`src/rtl/fetch_address_unit_if.sv`:
```
// Fetch-unit bus bundle: instruction-memory req/ack port and decode valid/ready port.
// master = fetch_address_unit side, slave = memory/decode side.
interface fetch_address_unit_if;
    logic        memReq;
    logic [23:0] memAdr;
    logic        memAck;
    logic [23:0] memData;
    logic        instrValid;
    logic        instrReady;
    logic [23:0] instrData;
    logic [23:0] instrAdr;

    modport master (
        output memReq, memAdr, instrValid, instrData, instrAdr,
        input  memAck, memData, instrReady
    );

    modport slave (
        input  memReq, memAdr, instrValid, instrData, instrAdr,
        output memAck, memData, instrReady
    );
endinterface

```
`src/rtl/fetch_address_unit.sv`:
```
// CPU24 PC / instruction-fetch sequencer with branch redirect, stall and wrap detection.
// Optional macro FETCH_WRAP_TRAP_EN: a wrapping fetch parks the unit in HALT until redirect.
module Incrementer (
    input  logic [23:0] a,
    output logic [23:0] s,
    output logic        outC
);
    assign {outC, s} = {1'b0, a} + 25'd1;
endmodule

module fetch_address_unit #(
    parameter logic [23:0] RESET_ADR = 24'h000000
) (
    input  logic                clk,
    input  logic                rst,
    input  logic                start,
    input  logic                stall,
    input  logic                redirect,
    input  logic [0:23]         redirectAdr,
    output logic                wrapFlag,
    fetch_address_unit_if.master bus
);

`ifdef FETCH_WRAP_TRAP_EN
    typedef enum logic [1:0] {IDLE, FETCH, DELIVER, HALT} state_t;
`else
    typedef enum logic [1:0] {IDLE, FETCH, DELIVER} state_t;
`endif

    state_t      state, state_next;
    logic [23:0] pc, pc_next;
    logic [23:0] pc_inc;
    logic        carry;
    logic        mem_req, mem_req_next;
    logic        instr_valid, instr_valid_next;
    logic [23:0] instr_data, instr_data_next;
    logic [23:0] instr_adr, instr_adr_next;
    logic        wrap_flag, wrap_flag_next;
    logic        fire;
`ifdef FETCH_WRAP_TRAP_EN
    logic        trap_pending, trap_pending_next;
`endif

    Incrementer u_inc (
        .a    (pc),
        .s    (pc_inc),
        .outC (carry)
    );

    assign fire           = (state == FETCH) && mem_req && bus.memAck;
    assign bus.memReq     = mem_req;
    assign bus.memAdr     = pc;
    assign bus.instrValid = instr_valid;
    assign bus.instrData  = instr_data;
    assign bus.instrAdr   = instr_adr;
    assign wrapFlag       = wrap_flag;

    always_ff @(posedge clk) begin
        if (rst) begin
            state       <= IDLE;
            pc          <= RESET_ADR;
            mem_req     <= 1'b0;
            instr_valid <= 1'b0;
            instr_data  <= 24'h000000;
            instr_adr   <= 24'h000000;
            wrap_flag   <= 1'b0;
`ifdef FETCH_WRAP_TRAP_EN
            trap_pending <= 1'b0;
`endif
        end else begin
            state       <= state_next;
            pc          <= pc_next;
            mem_req     <= mem_req_next;
            instr_valid <= instr_valid_next;
            instr_data  <= instr_data_next;
            instr_adr   <= instr_adr_next;
            wrap_flag   <= wrap_flag_next;
`ifdef FETCH_WRAP_TRAP_EN
            trap_pending <= trap_pending_next;
`endif
        end
    end

    always_comb begin
        state_next       = state;
        pc_next          = pc;
        instr_valid_next = instr_valid;
        instr_data_next  = instr_data;
        instr_adr_next   = instr_adr;
        wrap_flag_next   = wrap_flag;
`ifdef FETCH_WRAP_TRAP_EN
        trap_pending_next = trap_pending;
`endif

        case (state)
            IDLE: begin
                if (redirect) begin
                    pc_next = redirectAdr;
                end
                if (start) begin
                    state_next = FETCH;
                end
            end
            FETCH: begin
                if (fire) begin
                    instr_data_next  = bus.memData;
                    instr_adr_next   = pc;
                    instr_valid_next = 1'b1;
                    pc_next          = pc_inc;
                    state_next       = DELIVER;
                    if (carry) begin
                        wrap_flag_next = 1'b1;
                    end
`ifdef FETCH_WRAP_TRAP_EN
                    trap_pending_next = carry;
`endif
                end
            end
            DELIVER: begin
                if (instr_valid && bus.instrReady) begin
                    instr_valid_next = 1'b0;
                    state_next       = FETCH;
`ifdef FETCH_WRAP_TRAP_EN
                    if (trap_pending) begin
                        state_next = HALT;
                    end
                    trap_pending_next = 1'b0;
`endif
                end
            end
`ifdef FETCH_WRAP_TRAP_EN
            HALT: begin
                instr_valid_next = 1'b0;
            end
`endif
            default: begin
                state_next = IDLE;
            end
        endcase

        // Redirect outranks any capture this cycle: restore everything a memAck would have touched.
        if (redirect && (state != IDLE)) begin
            pc_next          = redirectAdr;
            instr_valid_next = 1'b0;
            instr_data_next  = instr_data;
            instr_adr_next   = instr_adr;
            wrap_flag_next   = wrap_flag;
            state_next       = FETCH;
`ifdef FETCH_WRAP_TRAP_EN
            trap_pending_next = 1'b0;
`endif
        end

        mem_req_next = (state_next == FETCH) && !stall;
    end

endmodule
```
`src/flat_wrapper.sv`:
```
// flat-port wrapper written by rule: the top's interface ports become plain ports
module fetch_address_unit_flat 
#(
    parameter logic [23:0] RESET_ADR = 24'h000000
)
  (clk, rst, start, stall, redirect, redirectAdr, wrapFlag, bus_memReq, bus_memAdr, bus_instrValid, bus_instrData, bus_instrAdr, bus_memAck, bus_memData, bus_instrReady);
  fetch_address_unit_if bus_i ();
  input  logic clk;
  input  logic rst;
  input  logic start;
  input  logic stall;
  input  logic redirect;
  input  logic [0:23] redirectAdr;
  output logic wrapFlag;
  output wire logic [$bits(bus_i.memReq)-1:0] bus_memReq;
  output wire logic [$bits(bus_i.memAdr)-1:0] bus_memAdr;
  output wire logic [$bits(bus_i.instrValid)-1:0] bus_instrValid;
  output wire logic [$bits(bus_i.instrData)-1:0] bus_instrData;
  output wire logic [$bits(bus_i.instrAdr)-1:0] bus_instrAdr;
  input wire logic [$bits(bus_i.memAck)-1:0] bus_memAck;
  input wire logic [$bits(bus_i.memData)-1:0] bus_memData;
  input wire logic [$bits(bus_i.instrReady)-1:0] bus_instrReady;
  assign bus_memReq = bus_i.memReq;
  assign bus_memAdr = bus_i.memAdr;
  assign bus_instrValid = bus_i.instrValid;
  assign bus_instrData = bus_i.instrData;
  assign bus_instrAdr = bus_i.instrAdr;
  assign bus_i.memAck = bus_memAck;
  assign bus_i.memData = bus_memData;
  assign bus_i.instrReady = bus_instrReady;
  fetch_address_unit #(.RESET_ADR(RESET_ADR)) u_core (.clk(clk), .rst(rst), .start(start), .stall(stall), .redirect(redirect), .redirectAdr(redirectAdr), .wrapFlag(wrapFlag), .bus(bus_i));
endmodule
```
`config.mk`:
```
export PLATFORM = sky130hd
export DESIGN_NAME = fetch_address_unit_flat
export DESIGN_NICKNAME = d
export VERILOG_FILES = /design/src/rtl/fetch_address_unit_if.sv /design/src/rtl/fetch_address_unit.sv /design/src/flat_wrapper.sv
export SDC_FILE = /design/constraint.sdc
export NUM_CORES = 1
export LEC_CHECK = 0
export ABC_AREA = 1
export CORE_UTILIZATION = 45
export DETAILED_ROUTE_END_ITERATION = 12
export HOLD_SLACK_MARGIN = 0.12
export PLACE_DENSITY = 0.79
export SLEW_MARGIN = 20
export SYNTH_ARGS = -nofsm -noshare
export SYNTH_HDL_FRONTEND = slang
export SYNTH_SLANG_ARGS = --single-unit
export TNS_END_PERCENT = 20
```
`constraint.sdc`:
```
create_clock -name clk -period 2.1 [get_ports clk]
set_input_delay 0.315 -clock clk [delete_from_list [all_inputs] [get_ports clk]]
set_output_delay 0.315 -clock clk [all_outputs]
set_load 0.03 [all_outputs]
```
==> flow_summary.ini <==
[setup_path]
worstPathCellList = clkdlybuf4s50_1
arrival_ns = 1.62
endpoint_kind = primary output
crit_path_top_delay_cell = clkdlybuf4s50_1
critPathKind = reg2out
r2r-start = u_core.state[0]
path_max_fanout = 6
worstPathRequired_ns = 1.78
critPathTopFamily = buffers and inverters
worst_setup_path_start_kind = flop
startpoint = u_core.bus.memAdr[8]
crit_buf_inv = 1
max_stage_delay_ns = 0.74

[place]
dpl.hpwl_um = 8411
io_buffers = 129
dpl_cell_area_um2 = 5106
dp.cells = 772
place_congestion = 0.9688

[yosys]
ys_async_sr_fraction_pct = 0
syn_avg_cell_area_um2 = 6.664
synth_fp_nets = 612
synth_cell_type_count = 35
synth_edf_count = 0
syn_area_um2 = 3679
synth-seq-area-share_pct = 41.90
synth_cells = 552
ys_ff_latch = 77
ys.flop_type = dfxtp_1
synth_warnings = 0

[sta]
tns_ns = 0
slew_headroom_pct = 60.53
worstMarginPinSlew_ns = 0.5912
finalHoldViolations = 0
finClkSkew_ns = 0.01166
slew_violations = 0
fin_crit_sh_pct = 92.26
rsz0062_at_grt = no
fmax_mhz = 516.1
min_period_ns = 1.937
finalSetupViolations = 0

[power]
power_switching_w = 0.001280
swShare_pct = 33.66
power_leakage_nw = 2.114
clkPwrFrac_pct = 30.2
p_int_w = 0.002523
power_frac_comb_pct = 25.7
powerDensity_nw_per_um2 = 717.3
finalPower_w = 0.003803
ir_drop_v = 0.0004722
power.share.sequential_pct = 44.2

[clock_network]
clock-sinks = 77
post_cts_resized = 0
clkLatencyLatePin_ns = 0.35
hold_buffers = 0
cts_setup_buffers = 0
numCtsBuffers = 9
cts_buffer_depth = 2
htreeDepth = 3
root_buffer = clkbuf_8
tritoncts = yes
clk_pin_slew_worst_paths_ns = 0.09

[detailed_routing]
drt_wl_total_um = 11560
drt_first_iter_violations = 271
via_per_inst = 5.111
wl_per_cell_um = 14.69
antenna_left = 0
drc = 0
vias = 4022
first_pass_iters = 4

[floorplan]
initial_utilization_pct = 47.12
row_count = 32
die-height_um = 92.41
die_w_um = 92.41
die_area_um2 = 8540
io_pins = 130
coreArea_um2 = 7807

[outcome]
status = finished, final reports clean

[min_path]
hold_path_startpoint = u_core.wrapFlag
hold_class = reg2reg

[finish]
areaGrowthSynthToFinish_pct = 44.15
layout.cells.non_filler = 787
antenna_cells = 0
nets = 741
drive_above_1_share_pct = 5.985
design_area_um2 = 5303

[grt]
antenna_found_initial = 0
grt_max_degree = 63
grt_pass1_wl_um = 18750
overflow = 0
grt_pass1_vias = 3882
grtUsageTotal_pct = 27.73

[job]
cap_violations = 0
-- placed cells by master (no fill, tap or decap), types with 2 or more instances in the layout --
cell and n:
a21oi_1 41, buf_12 2, buf_4 12, clkbuf_8 9, clkdlybuf4s50_1 129, clkinvlp_4 3
dfxtp_1 77, ha_1 5, inv_1 38, inv_2 3, nand2_1 104, nand2_2 2
nand3_1 21, nand4_1 9, nor2_1 135, nor2_4 2, o21ai_0 65, o21ai_1 5
or2_2 2, xnor2_1 4
-- cell usage after synthesis (2+ instances only) --
cell type	count	area, um2
buf_1	2	7.510
nand2_1	104	390.4
nand4_1	9	56.30
nor2_2	2	12.51
nor2_1	135	506.7
o21ai_0	65	325.3
o21ai_1	5	25.02
nand3_1	21	105.1
dfxtp_1	77	1541
buf_2	4	20.02
ha_1	5	62.56
xnor2_1	4	35.03
a21oi_1	41	205.2
nand2_2	2	12.51
buf_4	5	37.54
or2_2	2	12.51
clkbuf_1	12	45.04
inv_1	38	142.6
inv_2	3	11.26
-- through the flow --
step | hold slack [ns] | worst slack (ns) | util (%)
6_report | 0.4506 | 0.1626 | 67.92
5_1_grt | 0.4786 | 0.04263 | 67.92
4_1_cts | 0.4545 | 0.1413 | 67.92
3_5_place_dp | 0.4412 | 0.1743 | 65.40
3_3_place_gp | 0.4387 | 0.2184 | 65.40
2_1_floorplan | 0.3865 | 0.3739 | -
-- area by class of cell --
class                           count  area, um2
Clock buffer                        9      123.9
Tap cell                          102      127.6
Inverter                           43      162.7
Fill cell                         670       2505
Clock inverter                      6      72.57
Timing Repair Buffer              143       1421
Multi-Input combinational cell    407       1853
Sequential cell                    77       1541
-- cell families after synthesis --
| kind of cell | Yosys count | share of synthesized area, % |
|---|---|---|
| fa+ha+maj | 5 | 1.701 |
| simple gates | 279 | 30.61 |
| xor+xnor | 4 | 0.9523 |
| compound gates | 119 | 16.97 |
| buf+inv | 68 | 7.857 |
| flops | 77 | 41.90 |
-- power by group through the flow --
stage | combinational, W | clock [W] | sequential (W)
after global placement | 0.000955 | 0 | 0.00171
final | 0.000976 | 0.00115 | 0.00168
after CTS | 0.000974 | 0.00117 | 0.00168
after floorplan | 0.000404 | 0 | 0.00184
after global routing | 0.00106 | 0.00123 | 0.00169
after detailed placement | 0.000969 | 0 | 0.00171
-- final timing paths --
| check | to | slack, ns | cells past startpoint |
|---|---|---|---|
| worst max-delay path | bus_memAdr[8] | 0.16 | 1 |
| worst min-delay path | u_core.wrapFlag | 0.45 | 2 |
| worst max register to register | u_core.bus.memAdr[18] | 0.19 | 12 |
| worst min register to register | u_core.wrapFlag | 0.45 | 2 |
-- metal layers --
metal	wire, um	GRT usage [%]
met5	0	0
met4	170	9.245
met3	1041	8.210
met2	5488	46.05
met1	4858	34.17
-- flip-flops by register name (all words and copies together) (netlist names) --
register,cells
u_core.bus.memAdr,24
u_core.wrapFlag,1
u_core.bus.instrData,24
u_core.bus.instrAdr,24
u_core.bus.instrValid,1
u_core.bus.memReq,1
u_core.state,2
Note: power is estimated with default switching activity, not from simulation.
==> RTL edit, RTL diff (same settings) <==
Re-encode `state_t` (3 states) as one-hot, 3 bits wide.
--- a/src/rtl/fetch_address_unit.sv
+++ b/src/rtl/fetch_address_unit.sv
@@ -26,3 +26,3 @@
 `else
-    typedef enum logic [1:0] {IDLE, FETCH, DELIVER} state_t;
+    typedef enum logic [2:0] {IDLE = 3'b001, FETCH = 3'b010, DELIVER = 3'b100} state_t;
 `endif
Function: no difference found for any inputs over 10 cycles, from zero or initial values and one cycle with rst high; not proved beyond that.
==> RTL edit against the original RTL <==
- sequential cell count is 1 higher
- wire length is 5.2% lower
- area after synthesis grew 0.14%
- global-route usage shrank 1.1 points
- fmax up 0.89%
- core utilization fell by 1.0 points
- worst setup slack improved by 17 ps
- cell area decreased by 1.5%
Power is not compared: it rests on default switching activity, and its combinational part moved more than twofold at a synthesized area within 25%.
==> RTL edit: results (changes against the original RTL) <==
.. list-table::
   :header-rows: 1

   * - Metric
     - Value
   * - Placed Cells incl. Taps
     - 748 (was 772)
   * - FF-to-FF Start
     - u_core.bus.memAdr[1]$_SDFFE_PP0P_ (was u_core.state[0]$_SDFF_PP0_)
   * - Distinct cell type count of the synthesized netlist
     - 37 (was 35)
   * - Wire length of the first global-routing pass
     - 18300 µm (was 18700 µm)
   * - Total met2 wirelength after detailed routing
     - 5210 µm (was 5490 µm)
   * - Largest net degree at the start of global routing
     - 39 (was 63)
   * - Final worst hold slack
     - 466 ps (was 451 ps)
   * - Initial DRC count
     - 213 (was 271)
   * - Syn nets
     - 589 (was 612)
   * - Routed Wire Length
     - 11000 µm (was 11600 µm)
   * - RD Place Congestion
     - 0.918 (was 0.969)
   * - Global router's overall resource usage
     - 26.6% (was 27.7%)
   * - DR WL/cell
     - 14.3 µm (was 14.7 µm)
   * - Routing usage on met2
     - 45.7% (was 46.0%)
   * - Most frequent cells after synthesis
     - 106 x nand2_1, 105 x nor2_1, 78 x dfxtp_1 (was 135 x nor2_1, 104 x nand2_1, 77 x dfxtp_1)
   * - Worst reg-to-reg setup slack
     - 410 ps (was 190 ps)
   * - Layout net count
     - 713 (was 741)
   * - Outcome
     - complete, no violations (unchanged)
   * - Mean cell area of the mapped netlist
     - 6.91 µm² (was 6.66 µm²)
   * - Total vias in the final route
     - 3961 (was 4022)
   * - HPWL after detailed placement
     - 7830 µm (was 8410 µm)
   * - Share of layout cells above drive strength 1
     - 7.25% (was 5.99%)
   * - Clock Skew
     - 9.38 ps (was 11.7 ps)
   * - Netlist Area Pre-Place
     - 3680 µm² (about the same)
   * - Number of cells on the worst reg-to-reg path
     - 8 (was 12)
   * - Post-Route M1 WL
     - 4670 µm (was 4860 µm)
[RTL edit: kinds of logic (layout without fill, tap and decap cells)]
kind of cell	Yosys count	count (layout)	synth area share [%]
buffers and inverters	66	195	8.56
XOR/XNOR	3	3	0.713
AND/OR/NAND/NOR	260	260	30.2
adder cells (fa/ha/maj)	1	1	0.340
flip-flops	78	78	42.4
AO/OA/AOI/OAI	125	125	17.8
[RTL edit: stage by stage]
step,setup slack [ps],instance area (µm²)
5_1_grt,128,5220
3_5_place_dp,240,5020
4_1_cts,168,5220
3_3_place_gp,280,5020
2_1_floorplan,481,3680
6_report,180,5220
[RTL edit: worst max path at each step]
stage                                             from                                     to  slack [ps]  cells after the start
global placement                            bus_memAck     u_core.bus.memAdr[17]$_SDFFE_PP0P_         280                     10
global route        u_core.bus.memAdr[17]$_SDFFE_PP0P_                         bus_memAdr[17]         130                      1
floorplan            u_core.bus.memAdr[1]$_SDFFE_PP0P_     u_core.bus.memAdr[20]$_SDFFE_PP0P_         480                     10
CTS                 u_core.bus.memAdr[17]$_SDFFE_PP0P_                         bus_memAdr[17]         170                      1
finish              u_core.bus.memAdr[17]$_SDFFE_PP0P_                         bus_memAdr[17]         180                      1
detailed placement                            redirect  u_core.bus.instrData[11]$_SDFFE_PP0P_         240                      7
[RTL edit: final cells by class]
class                           instances  area, µm²
Fill cell                             690       2580
Multi-Input combinational cell        389       1810
Inverter                               38        143
Sequential cell                        78       1560
Tap cell                              102        128
Clock buffer                            9        124
Timing Repair Buffer                  141       1380
Clock inverter                          7       80.1
[RTL edit: worst min-delay path: cells and delay by family, from the launching register on]
kind / cells / cell delay [ps]
compound gates: 1 / 60
flops: 1 / 320
buf+inv: 1 / 50
